$ cat config.mk
export PLATFORM = sky130hd
export DESIGN_NAME = cv32e40p_x_result_buffer
export DESIGN_NICKNAME = d
export VERILOG_FILES = /design/src/rtl/cv32e40p_core_v_xif_pkg.sv /design/src/rtl/cv32e40p_x_result_buffer.sv
export SDC_FILE = /design/constraint.sdc
export NUM_CORES = 1
export LEC_CHECK = 0
export CAP_MARGIN = 20
export CORE_MARGIN = 3
export CORE_UTILIZATION = 58
export DETAILED_ROUTE_END_ITERATION = 10
export DONT_BUFFER_PORTS = 1
export PLACE_DENSITY = 0.72
export SYNTH_ARGS = -nofsm -noshare
export SYNTH_HDL_FRONTEND = slang
export SYNTH_SLANG_ARGS = --single-unit
$ cat constraint.sdc
create_clock -name clk -period 2 [get_ports clk]
set_input_delay 0.4 -clock clk [delete_from_list [all_inputs] [get_ports clk]]
set_output_delay 0.4 -clock clk [all_outputs]
set_load 0.05 [all_outputs]
$ cat src/rtl/cv32e40p_core_v_xif_pkg.sv
// CORE-V-XIF shared types for the coprocessor result path.
package cv32e40p_core_v_xif_pkg;

    localparam int unsigned X_ID_WIDTH = 4;

    typedef struct packed {
        logic [X_ID_WIDTH-1:0] id;
        logic [31:0]           data;
        logic [4:0]            rd;
        logic                  we;
    } x_result_entry_t;

endpackage

$ cat src/rtl/cv32e40p_x_result_buffer.sv
// In-order buffer for coprocessor results, presented to EX when the ALU write
// port is idle, or forced when the buffer is full, starved or the result never writes.
module cv32e40p_x_result_buffer
    import cv32e40p_core_v_xif_pkg::*;
#(
    parameter int unsigned DEPTH        = 2,
    parameter int unsigned X_ID_WIDTH   = cv32e40p_core_v_xif_pkg::X_ID_WIDTH,
    parameter int unsigned STARVE_LIMIT = 4
) (
    input  logic                        clk,
    input  logic                        rst_n,
    input  logic                        x_result_valid_i,
    output logic                        x_result_ready_o,
    input  logic [X_ID_WIDTH-1:0]       x_result_id_i,
    input  logic [31:0]                 x_result_data_i,
    input  logic [4:0]                  x_result_rd_i,
    input  logic                        x_result_we_i,
    input  logic                        alu_wb_req_i,
    output logic                        x_result_valid_assigned_o,
    output logic [X_ID_WIDTH-1:0]       x_result_id_o,
    output logic [31:0]                 x_result_data_o,
    output logic [4:0]                  x_result_rd_o,
    output logic                        x_result_we_o,
    output logic [31:0]                 rd_busy_o,
    output logic [$clog2(DEPTH+1)-1:0]  count_o
);

    localparam int unsigned CW  = $clog2(DEPTH + 1);
    localparam int unsigned PW  = (DEPTH > 1) ? $clog2(DEPTH) : 1;
    localparam int unsigned SW  = $clog2(STARVE_LIMIT + 1);
    localparam int unsigned PIW = cv32e40p_core_v_xif_pkg::X_ID_WIDTH;

    x_result_entry_t        mem_q [DEPTH];
    x_result_entry_t        mem_d [DEPTH];
    logic [PW-1:0]          wptr_q, wptr_d;
    logic [PW-1:0]          rptr_q, rptr_d;
    logic [CW-1:0]          count_q, count_d;
    logic [SW-1:0]          starve_q, starve_d;

    x_result_entry_t        head;
    x_result_entry_t        in_entry;
    logic                   empty;
    logic                   force_pop;
    logic                   push;
    logic                   pop;

    function automatic logic [PW-1:0] ptr_inc(input logic [PW-1:0] p);
        return (p == PW'(DEPTH - 1)) ? '0 : p + 1'b1;
    endfunction

    assign empty    = (count_q == '0);
    assign head     = mem_q[rptr_q];

    assign in_entry.id   = PIW'(x_result_id_i);
    assign in_entry.data = x_result_data_i;
    assign in_entry.rd   = x_result_rd_i;
    assign in_entry.we   = x_result_we_i;

    // Ready is purely registered; a pop in the same cycle does not free a slot early.
    assign x_result_ready_o = (count_q < CW'(DEPTH));
    assign push             = x_result_valid_i & x_result_ready_o;

    assign force_pop = (count_q == CW'(DEPTH)) | ~head.we | (head.rd == 5'd0)
                     | (starve_q >= SW'(STARVE_LIMIT));
    assign pop       = ~empty & (force_pop | ~alu_wb_req_i);

    assign x_result_valid_assigned_o = pop;
    assign x_result_id_o             = empty ? '0 : X_ID_WIDTH'(head.id);
    assign x_result_data_o           = empty ? '0 : head.data;
    assign x_result_rd_o             = empty ? '0 : head.rd;
    assign x_result_we_o             = empty ? 1'b0 : head.we;
    assign count_o                   = count_q;

    always_comb begin
        mem_d  = mem_q;
        wptr_d = wptr_q;
        rptr_d = rptr_q;
        if (push) begin
            mem_d[wptr_q] = in_entry;
            wptr_d        = ptr_inc(wptr_q);
        end
        if (pop) begin
            rptr_d = ptr_inc(rptr_q);
        end
    end

    always_comb begin
        count_d = count_q;
        case ({push, pop})
            2'b10:   count_d = count_q + 1'b1;
            2'b01:   count_d = count_q - 1'b1;
            default: count_d = count_q;
        endcase
    end

    always_comb begin
        starve_d = starve_q;
        if (pop || empty) begin
            starve_d = '0;
        end else if (alu_wb_req_i && (starve_q < SW'(STARVE_LIMIT))) begin
            starve_d = starve_q + 1'b1;
        end
    end

    // Walk the occupied slots from the head; only real register writes mark busy.
    always_comb begin
        x_result_entry_t e;
        rd_busy_o = '0;
        e         = '0;
        for (int k = 0; k < DEPTH; k++) begin
            if (k < int'(count_q)) begin
                e = mem_q[PW'((int'(rptr_q) + k) % DEPTH)];
                if (e.we && (e.rd != 5'd0)) begin
                    rd_busy_o[e.rd] = 1'b1;
                end
            end
        end
    end

    always_ff @(posedge clk or negedge rst_n) begin
        if (!rst_n) begin
            for (int i = 0; i < DEPTH; i++) begin
                mem_q[i] <= '0;
            end
            wptr_q   <= '0;
            rptr_q   <= '0;
            count_q  <= '0;
            starve_q <= '0;
        end else begin
            mem_q    <= mem_d;
            wptr_q   <= wptr_d;
            rptr_q   <= rptr_d;
            count_q  <= count_d;
            starve_q <= starve_d;
        end
    end

endmodule

==> run_results.csv, run 1 <==
group,metric,value,unit
placement,place_area,7360,um^2
placement,post-place-ws,-0.359,ns
placement,port_buffers,0,
yosys,netlist_top_cells_area,"dfrtp_1, mux2_2, mux2i_1",
yosys,yosys.area.top_type,"dfrtp_1",
cts,cts_setup_buffers,11,
floorplanning,die_h,98.5,um
cts,htree_num_levels,3,
yosys,ys_types,52,
floorplanning,fp.dieW,98.5,um
yosys,yosysWarnings,0,
outcome,stop_error,"[ERROR DPL-0033] detailed placement checks failed during check placement.",
yosys,synth_edf_count,0,
floorplanning,io_pins,124,
cts,clk_path_buf_depth,2,
yosys,async_reset_ff_share,100,%
yosys,synth.top_cell.area_share,45.9,%
yosys,avgSynthCellArea,11.3,um^2
cts,numCtsBuffers,9,
yosys,syn_area,4960,um^2
yosys,synth_flop_cell,"dfrtp_1",
cts,clockRootBuffer,"clkbuf_8",
placement,dp_hpwl,10800,um
outcome,lastStage,"clock tree synthesis",
yosys,synthesis.nets,489,
yosys,ys_seq_elements,91,
floorplanning,std_cell_rows,33,
placement,gp_congestion,0.940,
yosys,syn_inst,438,
cts,cts.sink_count,91,
cts,cts_resized,88,
yosys,seq_area_frac_synth,45.9,%
outcome,status,"did not finish",
floorplanning,start_util,60.1,%
[synthesized netlist by cell type, types with 4 or more instances]
| library cell | count |
|---|---|
| buf_2 | 11 |
| o22ai_2 | 4 |
| mux2i_1 | 44 |
| o32ai_1 | 6 |
| nand2_1 | 19 |
| nor3_1 | 5 |
| dfrtp_1 | 91 |
| nand2b_1 | 6 |
| o22ai_1 | 23 |
| clkbuf_1 | 9 |
| ha_1 | 5 |
| nand3_1 | 6 |
| inv_1 | 11 |
| nor2_1 | 51 |
| o21ai_0 | 5 |
| mux2_2 | 86 |
[metrics by stage]
step | utilization (%) | cells
floorplan | - | 438
global placement | 89.2 | 675
detailed placement | 89.2 | 675
[cell families after synthesis]
| logic type | Yosys count | share of synthesized area, % |
|---|---|---|
| other | 1 | 0.0756 |
| AO/OA/AOI/OAI | 56 | 8.27 |
| adder cells (fa/ha/maj) | 5 | 1.26 |
| AND/OR/NAND/NOR | 112 | 11.5 |
| flip-flops | 91 | 45.9 |
| XOR/XNOR | 3 | 0.530 |
| multiplexers | 130 | 28.4 |
| buffers and inverters | 40 | 4.06 |
==> inputs of run 2 (changes only) <==
CORE_UTILIZATION = 40   (was 58)
PLACE_DENSITY = default   (was 0.72)
PLACE_DENSITY_LB_ADDON = 0.15   (was default)
clock period = 2.6 ns   (was 2 ns; I/O delays follow)
==> run_results.csv, run 2 <==
group,metric,value,unit
layout,fill_cells,889,
global_route,overflow,0,
timing,drv_slew,0,
yosys,synth_edf_count,0,
yosys,yosysMostFrequentCell,"dfrtp_1",
layout,final_util,64.3,%
detailed_routing,drt-initial-drc-count,190,
yosys,syn_area,4960,um^2
timing,period_share,105,%
placement,dp_hpwl,9350,um
floorplanning,std_cell_rows,40,
layout,syn2layout_area_growth,56.3,%
timing,rsz0062_at_grt,"true",
yosys,seq_area_frac_synth,45.9,%
detailed_routing,first_pass_iters,4,
layout,postLayoutCellArea,7750,um^2
timing,fin_ws,-0.141,ns
timing,relSlewSlack,60.4,%
critical_path,arrival,2.22,ns
timing,min_period,2.74,ns
floorplanning,coreArea,12100,um^2
global_route,grt_usage,20.1,%
cts,cts_tree,"yes",
detailed_routing,vias,3832,
outcome,violations,"negative hold slack, negative setup slack",
cts,clockRootBuffer,"clkbuf_16",
global_route,antenna_found_initial,0,
yosys,synthesis.nets,489,
yosys,async_reset_ff_share,100,%
cts,numCtsBuffers,9,
floorplanning,io_pins,124,
placement,place_area,6760,um^2
critical_path,end_kind,"output pin",
floorplanning,die_area,13800,um^2
detailed_routing,drc,0,
layout,largest_reg_flops,84,
detailed_routing,routedWlPerCell,19.3,um
yosys,ys_types,52,
floorplanning,start_util,41.1,%
worst_hold_path,min_path_type,"input pin to async pin",
critical_path,crit_required,2.08,ns
global_route,grt_pass1_vias,4166,
yosys,synth.top_cell.area_share,45.9,%
yosys,yosys-top-cells-count,"dfrtp_1, mux2_2, nor2_1, mux2i_1, o22ai_1",
detailed_routing,finalWirelength,13600,um
yosys,ys_seq_elements,91,
yosys,yosys.area.top_type,"dfrtp_1",
layout,layout_common_cells,"dfrtp_1, mux2_2, buf_4, nor2_4, mux2i_1",
detailed_routing,detail-route-antenna-nets,0,
floorplanning,fp.dieW,117,um
outcome,status,"finished with violations",
cts,insertion_delay,0.34,ns
yosys,netlist_top_cells_area,"dfrtp_1, mux2_2, mux2i_1",
timing,finalHoldViolCount,91,
placement,port_buffers,0,
timing,fin_skew,0.00597,ns
placement,gp_congestion,0.839,
critical_path,critPathKind,"flop to output pin",
layout,final_layout_size_suffix_gt1_share,63.1,%
cts,cts.clk_slew.worst_paths,0.07,ns
cts,clk_path_buf_depth,2,
yosys,synth_flop_cell,"dfrtp_1",
run,drv_cap,0,
timing,holdWs,-0.127,ns
cts,htree_num_levels,3,
layout,mostFrequentLayoutCell,"dfrtp_1",
timing,setup_viol,31,
layout,regMostFlops,"mem_q",
yosys,syn_inst,438,
detailed_routing,viasPerCell,5.46,
cts,cts.sink_count,91,
floorplanning,die_h,117,um
timing,tightest_slew,0.589,ns
critical_path,path_max_fanout,7,
timing,fmax,365,MHz
global_route,grt_max_degree,92,
yosys,avgSynthCellArea,11.3,um^2
timing,tns,-2.52,ns
placement,post-place-ws,0.0554,ns
critical_path,start_kind,"flop",
layout,fin_nets,580,
layout,num_antenna_cells,0,
global_route,grt_first_pass_wirelength,22400,um
yosys,yosysWarnings,0,
-- run 2: cell counts after synthesis --
No cell type changed its count.
-- run 2: timing repair --
action	4_1_cts	5_1_grt
setup endpoints to repair	32	34
gates resized for setup	76	22
setup buffers	20	8
hold endpoints to repair	91	91
gates cloned	1	0
pin swaps	25	14
-- run 2: final timing paths --
path / start / end / slack (ns) / cells past startpoint
min in group clk: x_result_data_i[24] / mem_q[72] / 0.33 / 1
max in group asynchronous: rst_n / mem_q[70] / 2.56 / 0
worst max register to register: rptr_q / count_o[1] / 0.39 / 7
worst min register to register: starve_q[0] / starve_q[0] / 0.43 / 1
worst min-delay path: rst_n / mem_q[78] / -0.13 / 0
worst max-delay path: rptr_q / rd_busy_o[24] / -0.14 / 7
-- run 2: logic make-up (layout without fill, tap and decap cells) --
group / after synthesis / count (layout) / share of synthesized area (%)
and+or+nand+nor: 112 / 112 / 11.5
xor gates and xnor gates: 3 / 3 / 0.530
AOI/OAI and AO/OA: 56 / 56 / 8.27
other: 1 / 1 / 0.0756
adders and majority gates: 5 / 5 / 1.26
muxes: 130 / 130 / 28.4
buffers and inverters: 40 / 136 / 4.06
DFF: 91 / 91 / 45.9
-- run 2: critical path: stages (launching register included) --
cell	delay, ns
dfrtp_4	0.48
buf_6	0.13
nor3b_4	0.20
nor2_1	0.07
or4b_4	0.50
buf_12	0.17
o22ai_4	0.17
buf_12	0.16
-- run 2: per-stage QoR --
step                      hold WS [ns]  cells
after CTS                       -0.141    694
after floorplan                  0.224    438
after detailed placement         0.228    657
after global placement           0.227    657
after global routing            -0.148    702
final                           -0.127    702
-- run 2: per-layer routing --
layer / global-route usage [%] / up-vias / wire, um
met3: 5.26 / 25 / 705
met5: 0 / - / 0
met1: 23.8 / 1932 / 5500
met2: 34.8 / 104 / 7020
li1: - / 1771 / -
met4: 7.99 / 0 / 321
-- run 2: layout make-up --
class | instances | area [um^2] | area share, %
Multi-Input combinational cell | 307 | 3540 | 45.6
Tap cell | 168 | 210 | 2.71
Clock buffer | 11 | 253 | 3.26
Sequential cell | 91 | 2280 | 29.4
Clock inverter | 5 | 61.3 | 0.791
Timing Repair Buffer | 109 | 1360 | 17.5
Inverter | 11 | 48.8 | 0.629
Power of run 2 is not shown: default switching activity piles up to over one toggle a cycle in this logic, so the estimate is an artifact.
